File: config.mk
export PLATFORM = sky130hd
export DESIGN_NAME = pnr_gpio_decoder_flat
export DESIGN_NICKNAME = d
export VERILOG_FILES = /design/src/rtl/pnr_gpio_decoder_pkg.sv /design/src/rtl/pnr_gpio_decoder_if.sv /design/src/rtl/pnr_gpio_decoder_bus_sync.sv /design/src/rtl/pnr_gpio_decoder.sv /design/src/flat_wrapper.sv
export SDC_FILE = /design/constraint.sdc
export NUM_CORES = 1
export LEC_CHECK = 0
export ABC_AREA = 1
export BUFFER_PORTS_ARGS = -buffer_cell sky130_fd_sc_hd__buf_4
export CORE_MARGIN = 4
export CORE_UTILIZATION = 29
export CTS_CLUSTER_SIZE = 12
export DETAILED_ROUTE_END_ITERATION = 8
export MAX_ROUTING_LAYER = met4
export SYNTH_ARGS = -nofsm -noshare
export SYNTH_HDL_FRONTEND = slang
export SYNTH_SLANG_ARGS = --single-unit
File: constraint.sdc
create_clock -name ADC_CLK -period 9.13 [get_ports ADC_CLK]
set_input_delay 0.913 -clock ADC_CLK [delete_from_list [all_inputs] [get_ports ADC_CLK]]
set_output_delay 0.913 -clock ADC_CLK [all_outputs]
set_load 0.05 [all_outputs]
File: src/rtl/pnr_gpio_decoder_pkg.sv
// rtl/pnr_gpio_decoder_pkg.sv - shared constants, FSM encoding and decode helpers
package pnr_pkg;

  localparam int NUM_BINS = 8;
  localparam int BUS_W    = 8;

  localparam logic [3:0] ADDR_ERR = 4'd8;
  localparam logic [3:0] ADDR_TOT = 4'd9;

  typedef enum logic [1:0] {
    ST_WAIT_ZERO  = 2'd0,
    ST_WAIT_EVENT = 2'd1,
    ST_SETTLE     = 2'd2,
    ST_EMIT       = 2'd3
  } pnr_state_e;

  function automatic logic [3:0] popcount8(input logic [7:0] v);
    logic [3:0] n;
    n = 4'd0;
    for (int i = 0; i < 8; i++) begin
      n = n + {3'b000, v[i]};
    end
    return n;
  endfunction

  // Only meaningful for a one-hot input; the caller masks the multi-bit case.
  function automatic logic [2:0] onehot_index(input logic [7:0] v);
    logic [2:0] idx;
    idx = 3'd0;
    for (int i = 0; i < 8; i++) begin
      if (v[i]) begin
        idx = 3'(i);
      end
    end
    return idx;
  endfunction

endpackage

File: src/rtl/pnr_gpio_decoder_if.sv
// rtl/pnr_gpio_decoder_if.sv - control, event and histogram readback signals of the decoder
interface pnr_gpio_decoder_if #(
  parameter int COUNT_W = 32
);

  logic               enable;
  logic               hist_clear;
  logic [3:0]         rd_addr;
  logic [COUNT_W-1:0] rd_data;
  logic               evt_valid;
  logic [2:0]         evt_num;
  logic               evt_err;
  logic               busy;

  modport master (
    output enable, hist_clear, rd_addr,
    input  rd_data, evt_valid, evt_num, evt_err, busy
  );

  modport slave (
    input  enable, hist_clear, rd_addr,
    output rd_data, evt_valid, evt_num, evt_err, busy
  );

endinterface

File: src/rtl/pnr_gpio_decoder_bus_sync.sv
// rtl/pnr_gpio_decoder_bus_sync.sv - multi-stage synchronizer for the asynchronous photon bus
module pnr_bus_sync
  import pnr_pkg::*;
#(
  parameter int SYNC_STAGES = 2,
  parameter int WIDTH       = BUS_W
) (
  input  logic             clk_i,
  input  logic             rst_ni,
  input  logic [WIDTH-1:0] d_i,
  output logic [WIDTH-1:0] q_o
);

  logic [WIDTH-1:0] stage_q [SYNC_STAGES];

  always_ff @(posedge clk_i or negedge rst_ni) begin
    if (!rst_ni) begin
      for (int i = 0; i < SYNC_STAGES; i++) begin
        stage_q[i] <= '0;
      end
    end else begin
      stage_q[0] <= d_i;
      for (int i = 1; i < SYNC_STAGES; i++) begin
        stage_q[i] <= stage_q[i-1];
      end
    end
  end

  assign q_o = stage_q[SYNC_STAGES-1];

endmodule

File: src/rtl/pnr_gpio_decoder.sv
// rtl/pnr_gpio_decoder.sv - photon-number GPIO receiver: settle/one-hot check, event output, histogram
module pnr_gpio_decoder
  import pnr_pkg::*;
#(
  parameter int SYNC_STAGES   = 2,
  parameter int SETTLE_CYCLES = 2,
  parameter int COUNT_W       = 32
) (
  input  logic                ADC_CLK,
  input  logic                rstn_i,
  input  logic [BUS_W-1:0]    gpio_p_i,
  pnr_gpio_decoder_if.slave   bus
);

  localparam int                 CNT_W    = $clog2(SETTLE_CYCLES + 1);
  localparam logic [CNT_W-1:0]   CNT_DONE = CNT_W'(SETTLE_CYCLES);
  localparam logic [COUNT_W-1:0] CNT_MAX  = '1;

  logic [BUS_W-1:0]   s_bus;
  pnr_state_e         state_q;
  logic [BUS_W-1:0]   cap_q;
  logic [CNT_W-1:0]   cnt_q;
  logic               evt_valid_q;
  logic [2:0]         evt_num_q;
  logic               evt_err_q;
  logic               cap_err;
  logic [2:0]         cap_idx;
  logic [COUNT_W-1:0] bin_q [NUM_BINS];
  logic [COUNT_W-1:0] err_q;
  logic [COUNT_W-1:0] tot_q;
  logic [COUNT_W-1:0] rd_mux_d;
  logic [COUNT_W-1:0] rd_data_q;

  pnr_bus_sync #(
    .SYNC_STAGES (SYNC_STAGES),
    .WIDTH       (BUS_W)
  ) u_sync (
    .clk_i  (ADC_CLK),
    .rst_ni (rstn_i),
    .d_i    (gpio_p_i),
    .q_o    (s_bus)
  );

  assign cap_err = (popcount8(cap_q) != 4'd1);
  assign cap_idx = cap_err ? 3'd0 : onehot_index(cap_q);

  // Event fields are loaded on the SETTLE->EMIT transition and held until the next event.
  always_ff @(posedge ADC_CLK or negedge rstn_i) begin
    if (!rstn_i) begin
      state_q     <= ST_WAIT_ZERO;
      cap_q       <= '0;
      cnt_q       <= '0;
      evt_valid_q <= 1'b0;
      evt_num_q   <= 3'd0;
      evt_err_q   <= 1'b0;
    end else begin
      evt_valid_q <= 1'b0;
      if (!bus.enable) begin
        state_q <= ST_WAIT_ZERO;
      end else begin
        case (state_q)
          ST_WAIT_ZERO: begin
            if (s_bus == '0) state_q <= ST_WAIT_EVENT;
          end
          ST_WAIT_EVENT: begin
            if (s_bus != '0) begin
              state_q <= ST_SETTLE;
              cap_q   <= s_bus;
              cnt_q   <= CNT_W'(1);
            end
          end
          ST_SETTLE: begin
            if (s_bus == '0) begin
              state_q <= ST_WAIT_EVENT;
            end else if (s_bus != cap_q) begin
              cap_q <= s_bus;
              cnt_q <= CNT_W'(1);
            end else if (cnt_q == CNT_DONE) begin
              state_q     <= ST_EMIT;
              evt_valid_q <= 1'b1;
              evt_err_q   <= cap_err;
              evt_num_q   <= cap_idx;
            end else begin
              cnt_q <= cnt_q + CNT_W'(1);
            end
          end
          ST_EMIT: begin
            state_q <= ST_WAIT_ZERO;
          end
          default: begin
            state_q <= ST_WAIT_ZERO;
          end
        endcase
      end
    end
  end

  function automatic logic [COUNT_W-1:0] sat_inc(input logic [COUNT_W-1:0] v);
    return (v == CNT_MAX) ? v : v + COUNT_W'(1);
  endfunction

  // Clear takes priority over a coincident increment.
  always_ff @(posedge ADC_CLK or negedge rstn_i) begin
    if (!rstn_i) begin
      for (int i = 0; i < NUM_BINS; i++) bin_q[i] <= '0;
      err_q <= '0;
      tot_q <= '0;
    end else if (bus.hist_clear) begin
      for (int i = 0; i < NUM_BINS; i++) bin_q[i] <= '0;
      err_q <= '0;
      tot_q <= '0;
    end else if (evt_valid_q) begin
      tot_q <= sat_inc(tot_q);
      if (evt_err_q) begin
        err_q <= sat_inc(err_q);
      end else begin
        bin_q[evt_num_q] <= sat_inc(bin_q[evt_num_q]);
      end
    end
  end

  always_comb begin
    rd_mux_d = '0;
    if (bus.rd_addr < ADDR_ERR) begin
      rd_mux_d = bin_q[bus.rd_addr[2:0]];
    end else if (bus.rd_addr == ADDR_ERR) begin
      rd_mux_d = err_q;
    end else if (bus.rd_addr == ADDR_TOT) begin
      rd_mux_d = tot_q;
    end
  end

  always_ff @(posedge ADC_CLK or negedge rstn_i) begin
    if (!rstn_i) begin
      rd_data_q <= '0;
    end else begin
      rd_data_q <= rd_mux_d;
    end
  end

  assign bus.rd_data   = rd_data_q;
  assign bus.evt_valid = evt_valid_q;
  assign bus.evt_num   = evt_num_q;
  assign bus.evt_err   = evt_err_q;
  assign bus.busy      = (state_q == ST_SETTLE) || (state_q == ST_EMIT);

endmodule

File: src/flat_wrapper.sv
// flat-port wrapper written by rule: the top's interface ports become plain ports
module pnr_gpio_decoder_flat import pnr_pkg::*;
#(
  parameter int SYNC_STAGES   = 2,
  parameter int SETTLE_CYCLES = 2,
  parameter int COUNT_W       = 32
)
  (ADC_CLK, rstn_i, gpio_p_i, bus_enable, bus_hist_clear, bus_rd_addr, bus_rd_data, bus_evt_valid, bus_evt_num, bus_evt_err, bus_busy);
  pnr_gpio_decoder_if #(.COUNT_W(COUNT_W)) bus_i ();
  input  logic ADC_CLK;
  input  logic rstn_i;
  input  logic [BUS_W-1:0] gpio_p_i;
  input wire logic [$bits(bus_i.enable)-1:0] bus_enable;
  input wire logic [$bits(bus_i.hist_clear)-1:0] bus_hist_clear;
  input wire logic [$bits(bus_i.rd_addr)-1:0] bus_rd_addr;
  output wire logic [$bits(bus_i.rd_data)-1:0] bus_rd_data;
  output wire logic [$bits(bus_i.evt_valid)-1:0] bus_evt_valid;
  output wire logic [$bits(bus_i.evt_num)-1:0] bus_evt_num;
  output wire logic [$bits(bus_i.evt_err)-1:0] bus_evt_err;
  output wire logic [$bits(bus_i.busy)-1:0] bus_busy;
  assign bus_i.enable = bus_enable;
  assign bus_i.hist_clear = bus_hist_clear;
  assign bus_i.rd_addr = bus_rd_addr;
  assign bus_rd_data = bus_i.rd_data;
  assign bus_evt_valid = bus_i.evt_valid;
  assign bus_evt_num = bus_i.evt_num;
  assign bus_evt_err = bus_i.evt_err;
  assign bus_busy = bus_i.busy;
  pnr_gpio_decoder #(.SYNC_STAGES(SYNC_STAGES), .SETTLE_CYCLES(SETTLE_CYCLES), .COUNT_W(COUNT_W)) u_core (.ADC_CLK(ADC_CLK), .rstn_i(rstn_i), .gpio_p_i(gpio_p_i), .bus(bus_i));
endmodule
======== After elaboration in Yosys (flattened, before gate mapping) ========
Cells that the tools add are included.
operators by class
  eq/ne operators ......................... 22
  reduce and logical (&&, ||, !) cells .... 15
  $lt $le $gt $ge ......................... 4
  bitwise gates (word level) .............. 4
  mux-type cells .......................... 52
  add/sub/neg operators ................... 11
operators with widths
  operator                                       number
  two-way mux 256 bit                            3
  two-way mux 32 bit                             16
  bitwise mux 256 bit                            1
  binary-select mux 32 bit (select 3 bit)        2
  adder 32 x 1 -> 32 bit, second input constant  3
  demux 32 bit (select 3 bit)                    1
  == test 32 bit, second input constant          3
  adder 4 x 1 -> 4 bit                           6
  two-way mux 2 bit                              12
  two-way mux 8 bit                              3
  one-hot mux 8 bit (2 select lines)             1
  two-way mux 3 bit                              5
  AND reduction 5 bit                            3
  != test 3 x 2 -> 1 bit, second input constant  3
  == test 4 bit, second input constant           2
  >= comparator 4 bit, second input constant     2
  zero test 8 bit                                1
  != test 2 bit, second input constant           4
  != test 8 bit                                  1
  NOT 3 -> 4 bit                                 2
  one-hot mux 2 bit (4 select lines)             1
  nonzero test 8 bit                             1
  == test 2 bit, second input constant           3
  two-way mux 1 bit                              6
  other kinds (18)                               23
word-level totals
  word-level logic and storage cells ...... 127
  bits of input ports ..................... 16
  register bits after elaboration ......... 385

======== Longest topological paths before layout ========
Gate-level depths: netlist of run 1.
  depth after elaboration ................. 10
  gate-level depth with buffers ........... 21

======== Modules after synthesis ========
Synthesis of run 1 repeated with hierarchy kept, for this count alone.
second synthesis, totals
  cell total of the unflattened synthesis .. 3,216
  area total of the unflattened synthesis .. 22,288.9 µm²
by module, submodules not included
  module            instances  cells an instance  area an instance (µm²)  seq. area each (µm²)
  pnr_gpio_decoder  1          3,192              21,828.4                9,233.9
  pnr_bus_sync      1          24                 460.4                   400.4

======== Worst setup path before layout of run 1 ========
OpenSTA, ideal clock, no wires.
  path kind ............................... register to register
  from .................................... register u_core.cap_q[1]
  to ...................................... register u_core.evt_err_q, in the netlist u_core.bus.evt_err
  cell stages (with the launch flop) ...... 13
  buffers on the path ..................... 0
  library setup time ...................... 0.120 ns
  arrival ................................. 3.224 ns
  slack ................................... 5.786 ns
  cell sequence ........................... dfrtp_1 -> ha_1 -> inv_1 -> fa_1 -> fa_1 -> fa_1 -> fa_1 -> nor3_1 -> a22oi_1 -> nor3b_1 -> nand2_1 -> o21ai_0 -> inv_1
on the way
  word-level cells in the longest chain between the ends .. 8
  elaborated cells between the ends (all ways) .. 11
ends and longest elaborated chain
  item                               line                        text
  start, declared                    pnr_gpio_decoder.sv:21      logic [BUS_W-1:0] cap_q;
  start signal, assigned             pnr_gpio_decoder.sv:68      cap_q <= s_bus;
  start signal, assigned             pnr_gpio_decoder.sv:76      cap_q <= s_bus;
  adder 1 x 1 -> 2 bit               pnr_gpio_decoder_pkg.sv:21  n = n + {3'b000, v[i]};
  adder 4 x 1 -> 4 bit (6 in a row)  pnr_gpio_decoder_pkg.sv:21
  != test 4 x 1 -> 1 bit             pnr_gpio_decoder.sv:44      assign cap_err = (popcount8(cap_q) != 4'd1);
  end signal, assigned               pnr_gpio_decoder.sv:81      evt_err_q <= cap_err;
  end, declared                      pnr_gpio_decoder.sv:25      logic evt_err_q;
Parallel ways exist; a longest one is shown, timed or not.
A chain may end at the register's enable or synchronous reset.

======== Final worst setup path of run 1 ========
  from .................................... register u_core.evt_num_q[0], in the netlist u_core.bus.evt_num[0]
  to ...................................... register u_core.bin_q[98] (netlist bit)
on the way
  word-level cells in the longest chain between the ends .. 10
  elaborated cells between the ends (all ways) .. 16
ends and longest elaborated chain
  item                                                             line                     text
  start, declared                                                  pnr_gpio_decoder.sv:24   logic [2:0] evt_num_q;
  start signal, assigned                                           pnr_gpio_decoder.sv:82   evt_num_q <= cap_idx;
  NOT 3 -> 4 bit (not written as such) (*)                         pnr_gpio_decoder.sv:117  bin_q[evt_num_q] <= sat_inc(bin_q[evt_num_q]);
  binary-select mux 32 bit (select 3 bit)                          pnr_gpio_decoder.sv:117
  two-way mux 32 bit (not written as such) (2 in a row)            pnr_gpio_decoder.sv:117
  adder 32 x 1 -> 32 bit / == test 32 bit (equally long branches)  pnr_gpio_decoder.sv:99   return (v == CNT_MAX) ? v : v + COUNT_W'(1);
  two-way mux 32 bit                                               pnr_gpio_decoder.sv:99
  bitwise mux 256 bit (*)                                          pnr_gpio_decoder.sv:117
  two-way mux 256 bit (*)                                          pnr_gpio_decoder.sv:114  if (evt_err_q) begin
  two-way mux 256 bit (*)                                          pnr_gpio_decoder.sv:112  end else if (evt_valid_q) begin
  two-way mux 256 bit (*)                                          pnr_gpio_decoder.sv:108  end else if (bus.hist_clear) begin
  end signal, assigned by index                                    pnr_gpio_decoder.sv:117
  end, declared                                                    pnr_gpio_decoder.sv:28   logic [COUNT_W-1:0] bin_q [NUM_BINS];
Every way passes the cells marked *; elsewhere a longest branch is shown, timed or not. The select of a mux whose other input is x is not followed.

==> metrics.txt, run 1 <==
share of post-route cells with drive strength above 1=0.07771; DRT Pass-1 Iters=9; CP endpoint kind=register; Unique masters post-synth=50; Netlist Area Pre-Place=about 23000 sq um; routability cong.=between 0.9 and 1; Die Width=between 200 and 300 um; DRC viols=0; setup repair after global routing missed its margin=no; max cap viols=0; uppermost layer routed=met4; Wirelength per Cell=18.84 um; Die Height=~290 um; sequential share of the synthesized area=0.4262; DPL Wire Length=a little over 50 mm; Worst path slowest cell=inv_6; final clock skew=approximately 0.023 ns; largest net degree at the start of global routing=around 130; full die area=82480 sq um; I/O Buffers=53; critical path class=reg2reg; Util after Layout=0.3274; largest buffer count on any clock path=3; H-Tree Depth=2; Resized cells post-CTS=0; clk_lat worst skew=0.60 ns; Worst Setup Slack post-DPL=around 4.9 ns; multi-input logic area=around 11000 sq um; I/O pin cnt=54; initial DRC count=roughly 2300; Peak VDD IR=about 110 uV; most used flip-flop cell after synthesis=dfrtp_1; hold buffers post-CTS=0; Post-synth ARST share=1.000; endpoints failing setup=0; Most common cell on crit path=nand2_1; Tmin final=around 4.3 ns; met2 wire len=between 30 and 40 mm; Worst Path Max Fanout=125; Final Cycle Share=0.4663; Post-Route WL=approximately 80 mm; Worst Hold Class=in2async; clk slew on worst S/H paths=approximately 0.06 ns; sequential cell area=9638 sq um; Synth Net Count=between 3000 and 4000; Setup Buffers After CTS=0; CP Cell Sequence=inv_6 -> nand2_1 -> nand2_1 -> nand2_1 -> nand2_1 -> nand2_1 -> nand2_2 -> ha_1 -> nand2_1 -> nor2_1 -> nand2_2 -> inv_2 -> nand2_4 -> o21ai_2 -> nand2_1 -> o21ai_0; CP Launch Type=register; Total GRT Usage=0.1964; met1 wire length=34.06 mm; Final ANT Viol Nets=0; Yosys reg bits=a little under 400; number of global-route vias before repair=just over 20000; total power per unit cell area=about 170 nW/um^2; fmax=234.9 MHz; CP max stage delay=between 0.7 and 0.8 ns; CTS tree=yes; WP data arrival=roughly 4.8 ns; Avg Vias per Cell=just over 5; TritonCTS Buffers=46; grt total ovfl=0; syn avg cell area=a little over 7 sq um; initial antenna violation count=1; Row Count=slightly above 100; final net count=approximately 3200; Synth Warn #=0; Slew HR=0.1792; Worst Max-Slew Pin Slew=1.228 ns; setup TNS=0 ns; # clock sinks=approximately 390; area grow syn2layout=12.00%; slack of the critical path=between 4 and 5 ns; Synth Instances=about 3200; Initial Utilization=0.2923; required time worst endpoint=9.63 ns; Final Hold Fails=0; CORE AREA=77340 sq um; FILL cells=8315; number of synthesized flops with an enable pin=0; final-report max-slew violation count=0; Pleak=around 12 nW; status=finished clean; first-pass GRT wire length=between 100 and 150 mm; CTS root buf=clkbuf_16; DR vias=about 22000; WL met3=7.768 mm
logic make-up after synthesis:
kind of cell | share of synthesized area
AO/OA/AOI/OAI | 0.1267
XOR/XNOR | 0.01622
adder cells (fa/ha/maj) | 0.009630
buffers and inverters | 0.08795
flip-flops | 0.4262
AND/OR/NAND/NOR | 0.3334
metrics by stage:
| stage | power [W] | hold WS, ns | cells | area (sq um) |
|---|---|---|---|---|
| after floorplan | 0.002203 | 0.3312 | 3207 | 22610 |
| after global placement | 0.002400 | 0.3320 | 4174 | 23830 |
| after detailed placement | 0.002408 | 0.3371 | 4174 | 23830 |
| after CTS | 0.004241 | 0.2925 | 4257 | 25320 |
| after global routing | 0.004385 | 0.3098 | 4258 | 25320 |
| final | 0.004209 | 0.2823 | 4258 | 25320 |
Yosys cell counts (7+ instances only):
master,number,area (sq um)
xor2_1,37,324.1
o21ai_1,56,280.3
inv_1,298,1119
o221ai_1,23,201.4
a31oi_1,8,50.05
clkbuf_1,103,386.6
nand4_1,38,237.7
nor4_1,8,50.05
ha_1,11,137.6
buf_6,17,191.4
dfrtp_1,385,9634
nor3_1,49,245.2
nand2_4,25,281.5
nor2_2,13,81.33
a21oi_1,71,355.3
nand3_1,145,725.7
a221oi_1,24,210.2
o21ai_0,165,825.8
buf_2,21,105.1
o22ai_1,27,168.9
o22ai_2,8,100.1
buf_1,8,30.03
nand2_2,8,50.05
buf_4,10,75.07
o2111ai_1,8,70.07
o211ai_1,16,120.1
nand2_1,1357,5094
o31ai_1,27,202.7
o21bai_1,16,120.1
inv_2,7,26.28
nor2_1,174,653.1
worst max-delay path: cells and delay by family, from the launching register on:
kind	cells	cell delay [ns]
buffers and inverters	2	0.86
AOI/OAI and AO/OA	2	0.52
DFF	1	0.61
adders and majority gates	1	0.31
and+or+nand+nor	11	1.75
registers in the layout, summed over array words and instances (netlist names):
| name | flops |
|---|---|
| u_core.bin_q | 256 |
| u_core.bus.evt_err | 1 |
| u_core.bus.evt_num | 3 |
| u_core.bus.evt_valid | 1 |
| u_core.bus.rd_data | 32 |
| u_core.cap_q | 8 |
| u_core.cnt_q | 2 |
| u_core.err_q | 32 |
| u_core.state_q | 2 |
| u_core.tot_q | 32 |
| u_core.u_sync.q_o | 8 |
| u_core.u_sync.stage_q | 8 |
path summary, 6_finish.rpt:
kind,from,endpoint,slack [ns],cells past startpoint
max in group asynchronous,rstn_i,u_core.bin_q[229]$_DFFE_PN0P_,6.72,3
hold / removal,rstn_i,u_core.err_q[27]$_DFFE_PN0P_,0.28,1
min in group ADC_CLK,u_core.u_sync.stage_q[8]$_DFF_PN0_,u_core.u_sync.q_o[0]$_DFF_PN0_,0.35,0
hold reg to reg,u_core.u_sync.stage_q[8]$_DFF_PN0_,u_core.u_sync.q_o[0]$_DFF_PN0_,0.35,0
setup / recovery,u_core.bus.evt_num[0]$_DFFE_PN0P_,u_core.bin_q[98]$_DFFE_PN0P_,4.87,16
setup reg to reg,u_core.bus.evt_num[0]$_DFFE_PN0P_,u_core.bin_q[98]$_DFFE_PN0P_,4.87,16
placed cells by master, fill, tap and decap left out, types with 37 or more instances in the layout:
cell       count
nand2_1     1357
dfrtp_1      384
inv_1        297
nor2_1       166
o21ai_0      165
nand3_1      145
buf_4         86
a21oi_1       69
o21ai_1       56
nor3_1        49
clkbuf_16     47
nand4_1       38
xor2_1        37
report_power, final:
group          total (W)  leakage (nW)  switching [W]  internal [W]
combinational   0.000602          6.02       0.000426      0.000177
clock            0.00183         0.729       0.000771       0.00106
sequential       0.00178          5.29      0.0000362       0.00174
final cells by class:
class	instances	area share
well taps	1040	0.05139
clock buffers	69	0.05367
diodes	1	0.00009883
inverters	311	0.04660
flip-flops and latches	385	0.3807
multi-input cells	2351	0.4365
clock inverters	14	0.004991
repair buffers	87	0.02609
layer usage:
layer | vias up | GRT usage
li1 | 10200 | -
met3 | 201 | 0.04584
met5 | - | -
met1 | 10220 | 0.2582
met2 | 932 | 0.2926
met4 | 0 | 0.07897
(Power assumes the default switching activity.)
==> inputs of run 2 (changes only) <==
--- a/config.mk
+++ b/config.mk
@@ -5,7 +5,7 @@
 export SDC_FILE = /design/constraint.sdc
 export NUM_CORES = 1
 export LEC_CHECK = 0
-export ABC_AREA = 1
+export ABC_AREA = 0
 export BUFFER_PORTS_ARGS = -buffer_cell sky130_fd_sc_hd__buf_4
 export CORE_MARGIN = 4
 export CORE_UTILIZATION = 29
==> constraint.sdc (replaced) <==
create_clock -name ADC_CLK -period 3.44 [get_ports ADC_CLK]
set_input_delay 0.344 -clock ADC_CLK [delete_from_list [all_inputs] [get_ports ADC_CLK]]
set_output_delay 0.344 -clock ADC_CLK [all_outputs]
set_load 0.05 [all_outputs]
==> run 2 against run 1 <==
  * Fmax rose by 28%
  * Count of clock-buffer cells in the layout fell by 7
  * Setup slack got worse by 4.8 ns
  * Combinational power rose by 110%
  * Largest cell class unchanged
  * Highest routed layer unchanged
  * Register-to-register slack got worse by 4.8 ns
  * Via count fell by 20%
==> metrics.txt, run 2 <==
total power per unit cell area=415.5 nW/um^2 (was 166.2 nW/um^2); I/O Buffers=53 (unchanged); Die Height=280.3 um (was 287.2 um); Worst Hold Class=in2reg (was in2async); routability cong.=0.9121 (was 0.9478); Yosys reg bits=385 (unchanged); Crit path depth=9 (was 16); Synth Net Count=1883 (was 3238); Tmin final=3.333 ns (was 4.258 ns); final net count=1997 (was 3213); first-pass GRT wire length=107.5 mm (was 122.9 mm); I/O pin cnt=54 (unchanged); CTS tree=yes (unchanged); Worst Reg-to-Reg Cells=9 (was 16); status=finished clean (unchanged); largest area contributor in the netlist=dfrtp_1 (unchanged); Post-synth top cells=dfrtp_1 (385), nand2_1 (171), a22o_1 (115) (was nand2_1 (1357), dfrtp_1 (385), inv_1 (298)); clk slew on worst S/H paths=0.06 ns (about the same); Worst Max-Slew Pin Slew=1.043 ns (was 1.228 ns); setup TNS=0 ns (unchanged); critical path class=reg2reg (unchanged); area grow syn2layout=18.49% (was 12.00%); final-report max-slew violation count=0 (unchanged); DRT Pass-1 Iters=5 (was 9); DRC viols=0 (unchanged); Die Width=280.3 um (was 287.2 um); Worst Path Max Fanout=24 (was 125); final clock skew=0.01354 ns (was 0.02271 ns); TritonCTS Buffers=43 (was 46); sequential share of the synthesized area=0.4482 (was 0.4262); DR vias=17190 (was 21550); initial antenna violation count=1 (unchanged); endpoints failing setup=0 (unchanged); WP data arrival=3.79 ns (was 4.76 ns); Netlist Area Pre-Place=21500 sq um (was 22610 sq um); full die area=78540 sq um (was 82480 sq um); Wirelength per Cell=23.80 um (was 18.84 um); grt total ovfl=0 (unchanged); Most flops, register=u_core.bin_q (unchanged); Peak VDD IR=284.1 uV (was 108.6 uV); Unique masters post-synth=87 (was 50); Pleak=10.44 nW (was 12.04 nW); CORE AREA=73210 sq um (was 77340 sq um); top post-synthesis cells by area=dfrtp_1 (45%), mux4_2 (12%), a22o_1 (4.7%) (was dfrtp_1 (43%), nand2_1 (23%), inv_1 (4.9%)); Cells on Worst Hold Path=3; number of global-route vias before repair=17390 (was 20430); CP Launch Type=register (unchanged); CP Cell Sequence=buf_12 -> buf_4 -> mux4_1 -> mux2i_2 -> nor2b_1 -> and4bb_4 -> a2111oi_4 -> xnor2_2 -> a22o_1 (was inv_6 -> nand2_1 -> nand2_1 -> nand2_1 -> nand2_1 -> nand2_1 -> nand2_2 -> ha_1 -> nand2_1 -> nor2_1 -> nand2_2 -> inv_2 -> nand2_4 -> o21ai_2 -> nand2_1 -> o21ai_0); fmax=300.1 MHz (was 234.9 MHz); Post-synth ARST share=1.000 (unchanged); critical path's top delay family=multiplexers (was simple AND/OR/NAND/NOR gates); Final Cycle Share=0.9688 (was 0.4663); syn avg cell area=11.61 sq um (was 7.049 sq um); CP endpoint kind=register (unchanged); FILL cells=7127 (was 8315); number of synthesized flops with an enable pin=0 (unchanged); most frequent cells in the layout=dfrtp_1 (382), buf_4 (189), nand2_1 (171) (was nand2_1 (1357), dfrtp_1 (384), inv_1 (297)); required time worst endpoint=3.89 ns (was 9.63 ns); Worst path slowest cell=mux4_1 (was inv_6); slack of the critical path=0.1075 ns (was 4.872 ns); Buf/Inv on CP=2 (unchanged); Slew HR=0.3029 (was 0.1792); clk_lat worst skew=0.57 ns (was 0.60 ns); H-Tree Depth=2 (unchanged); Synth top area share=0.4482 (was 0.4262); largest buffer count on any clock path=3 (unchanged); CP max stage delay=0.56 ns (was 0.78 ns); DPL Wire Length=46.75 mm (was 50.87 mm); max cap viols=0 (unchanged); # clock sinks=385 (unchanged); most common cell in the netlist=dfrtp_1 (was nand2_1); Row Count=99 (was 102); Post-Route WL=70.34 mm (was 80.21 mm); Total GRT Usage=0.1819 (was 0.1964); largest net degree at the start of global routing=105 (was 126); Synth Warn #=0 (unchanged); Largest register FFs=256 (unchanged); initial DRC count=1757 (was 2251); Avg Vias per Cell=5.814 (was 5.062); Worst Setup Slack post-DPL=-0.07382 ns (was 4.856 ns); CTS root buf=clkbuf_16 (unchanged); commonest non-fill, non-tap cell in the layout=dfrtp_1 (was nand2_1); Final ANT Viol Nets=0 (unchanged); share of post-route cells with drive strength above 1=0.2520 (was 0.07771); Final Hold Fails=0 (unchanged); most used flip-flop cell after synthesis=dfrtp_1 (unchanged); Synth Instances=1852 (was 3207); Initial Utilization=0.2936 (was 0.2923)
run 2: changes by cell type in the layout (fill, tap and decap cells not counted), moves of 37 or more:
cell / change
a21oi_1: -38
a22o_1: +115
a22oi_1: +39
buf_4: +103
inv_1: -270
mux2i_1: +55
mux4_2: +113
nand2_1: -1186
nand3_1: -87
nor2_1: -63
o21ai_0: -75
xnor2_1: +37
run 2: report_power, final:
group / leakage [nW] / switching (W) / internal (W)
logic: 4.42 / 0.000749 / 0.000520
clock network: 0.697 / 0.00189 / 0.00275
registers: 5.31 / 0.0000695 / 0.00460
total: 10.4 / 0.00271 / 0.00787
run 2: cell type report:
| class | instances | area (sq um) | area share |
|---|---|---|---|
| clock buffer | 62 | 1257 | 0.04937 |
| tap | 959 | 1200 | 0.04711 |
| sequential | 385 | 9646 | 0.3787 |
| multi-input combinational | 1291 | 11250 | 0.4418 |
| timing repair buffer | 216 | 1856 | 0.07285 |
| inverter | 29 | 108.9 | 0.004274 |
| antenna | 1 | 2.502 | 0.00009825 |
| clock inverter | 13 | 146.4 | 0.005748 |
run 2: metrics by stage:
stage / hold slack (ns) / total power [W] / cells / utilization / instance area [sq um]
2_1_floorplan: 0.04841 / 0.005493 / 1852 / - / 21550
3_3_place_gp: 0.3327 / 0.005913 / 2866 / 0.3260 / 23860
3_5_place_dp: 0.3347 / 0.005929 / 2866 / 0.3260 / 23860
4_1_cts: 0.04653 / 0.01060 / 2950 / 0.3464 / 25360
5_1_grt: 0.07064 / 0.01100 / 2955 / 0.3479 / 25470
6_report: 0.06518 / 0.01058 / 2956 / 0.3479 / 25470
run 2: timing repair:
action / CTS / global route
setup endpoints to repair: 4 / 90
pin swaps: 2 / 7
hold endpoints to repair: 107 / 0
setup buffers: 0 / 5
hold buffers: 9 / 0
gates resized for setup: 2 / 15
run 2: path summary, 6_finish.rpt:
check / startpoint / slack [ns] / endpoint
min in group asynchronous: rstn_i / 0.42 / u_core.u_sync.stage_q[13]$_DFF_PN0_
hold reg to reg: u_core.u_sync.stage_q[14]$_DFF_PN0_ / 0.35 / u_core.u_sync.q_o[6]$_DFF_PN0_
hold / removal: bus_enable / 0.07 / u_core.state_q[0]$_DFFE_PN0P_
max in group asynchronous: rstn_i / 2.01 / u_core.bin_q[51]$_DFFE_PN0P_
setup / recovery: u_core.bus.evt_num[0]$_DFFE_PN0P_ / 0.11 / u_core.bin_q[30]$_DFFE_PN0P_
setup reg to reg: u_core.bus.evt_num[0]$_DFFE_PN0P_ / 0.11 / u_core.bin_q[30]$_DFFE_PN0P_
run 2: logic make-up after synthesis:
kind of cell / share of synthesized area
simple gates: 0.1300
compound gates: 0.1671
flops: 0.4482
mux: 0.1725
buf+inv: 0.04104
xor+xnor: 0.03108
fa+ha+maj: 0.01013
run 2: worst min-delay path: stages:
cell and delay (ns):
buf_4 0.11, nand3b_1 0.07, o21ai_0 0.08
run 2: metal layers:
layer | vias up | track usage | routed length [um]
met4 | 0 | 0.05562 | 2158
met5 | - | - | 0
met3 | 161 | 0.03794 | 5973
met2 | 850 | 0.2946 | 33980
li1 | 7340 | - | -
met1 | 8835 | 0.2308 | 28230
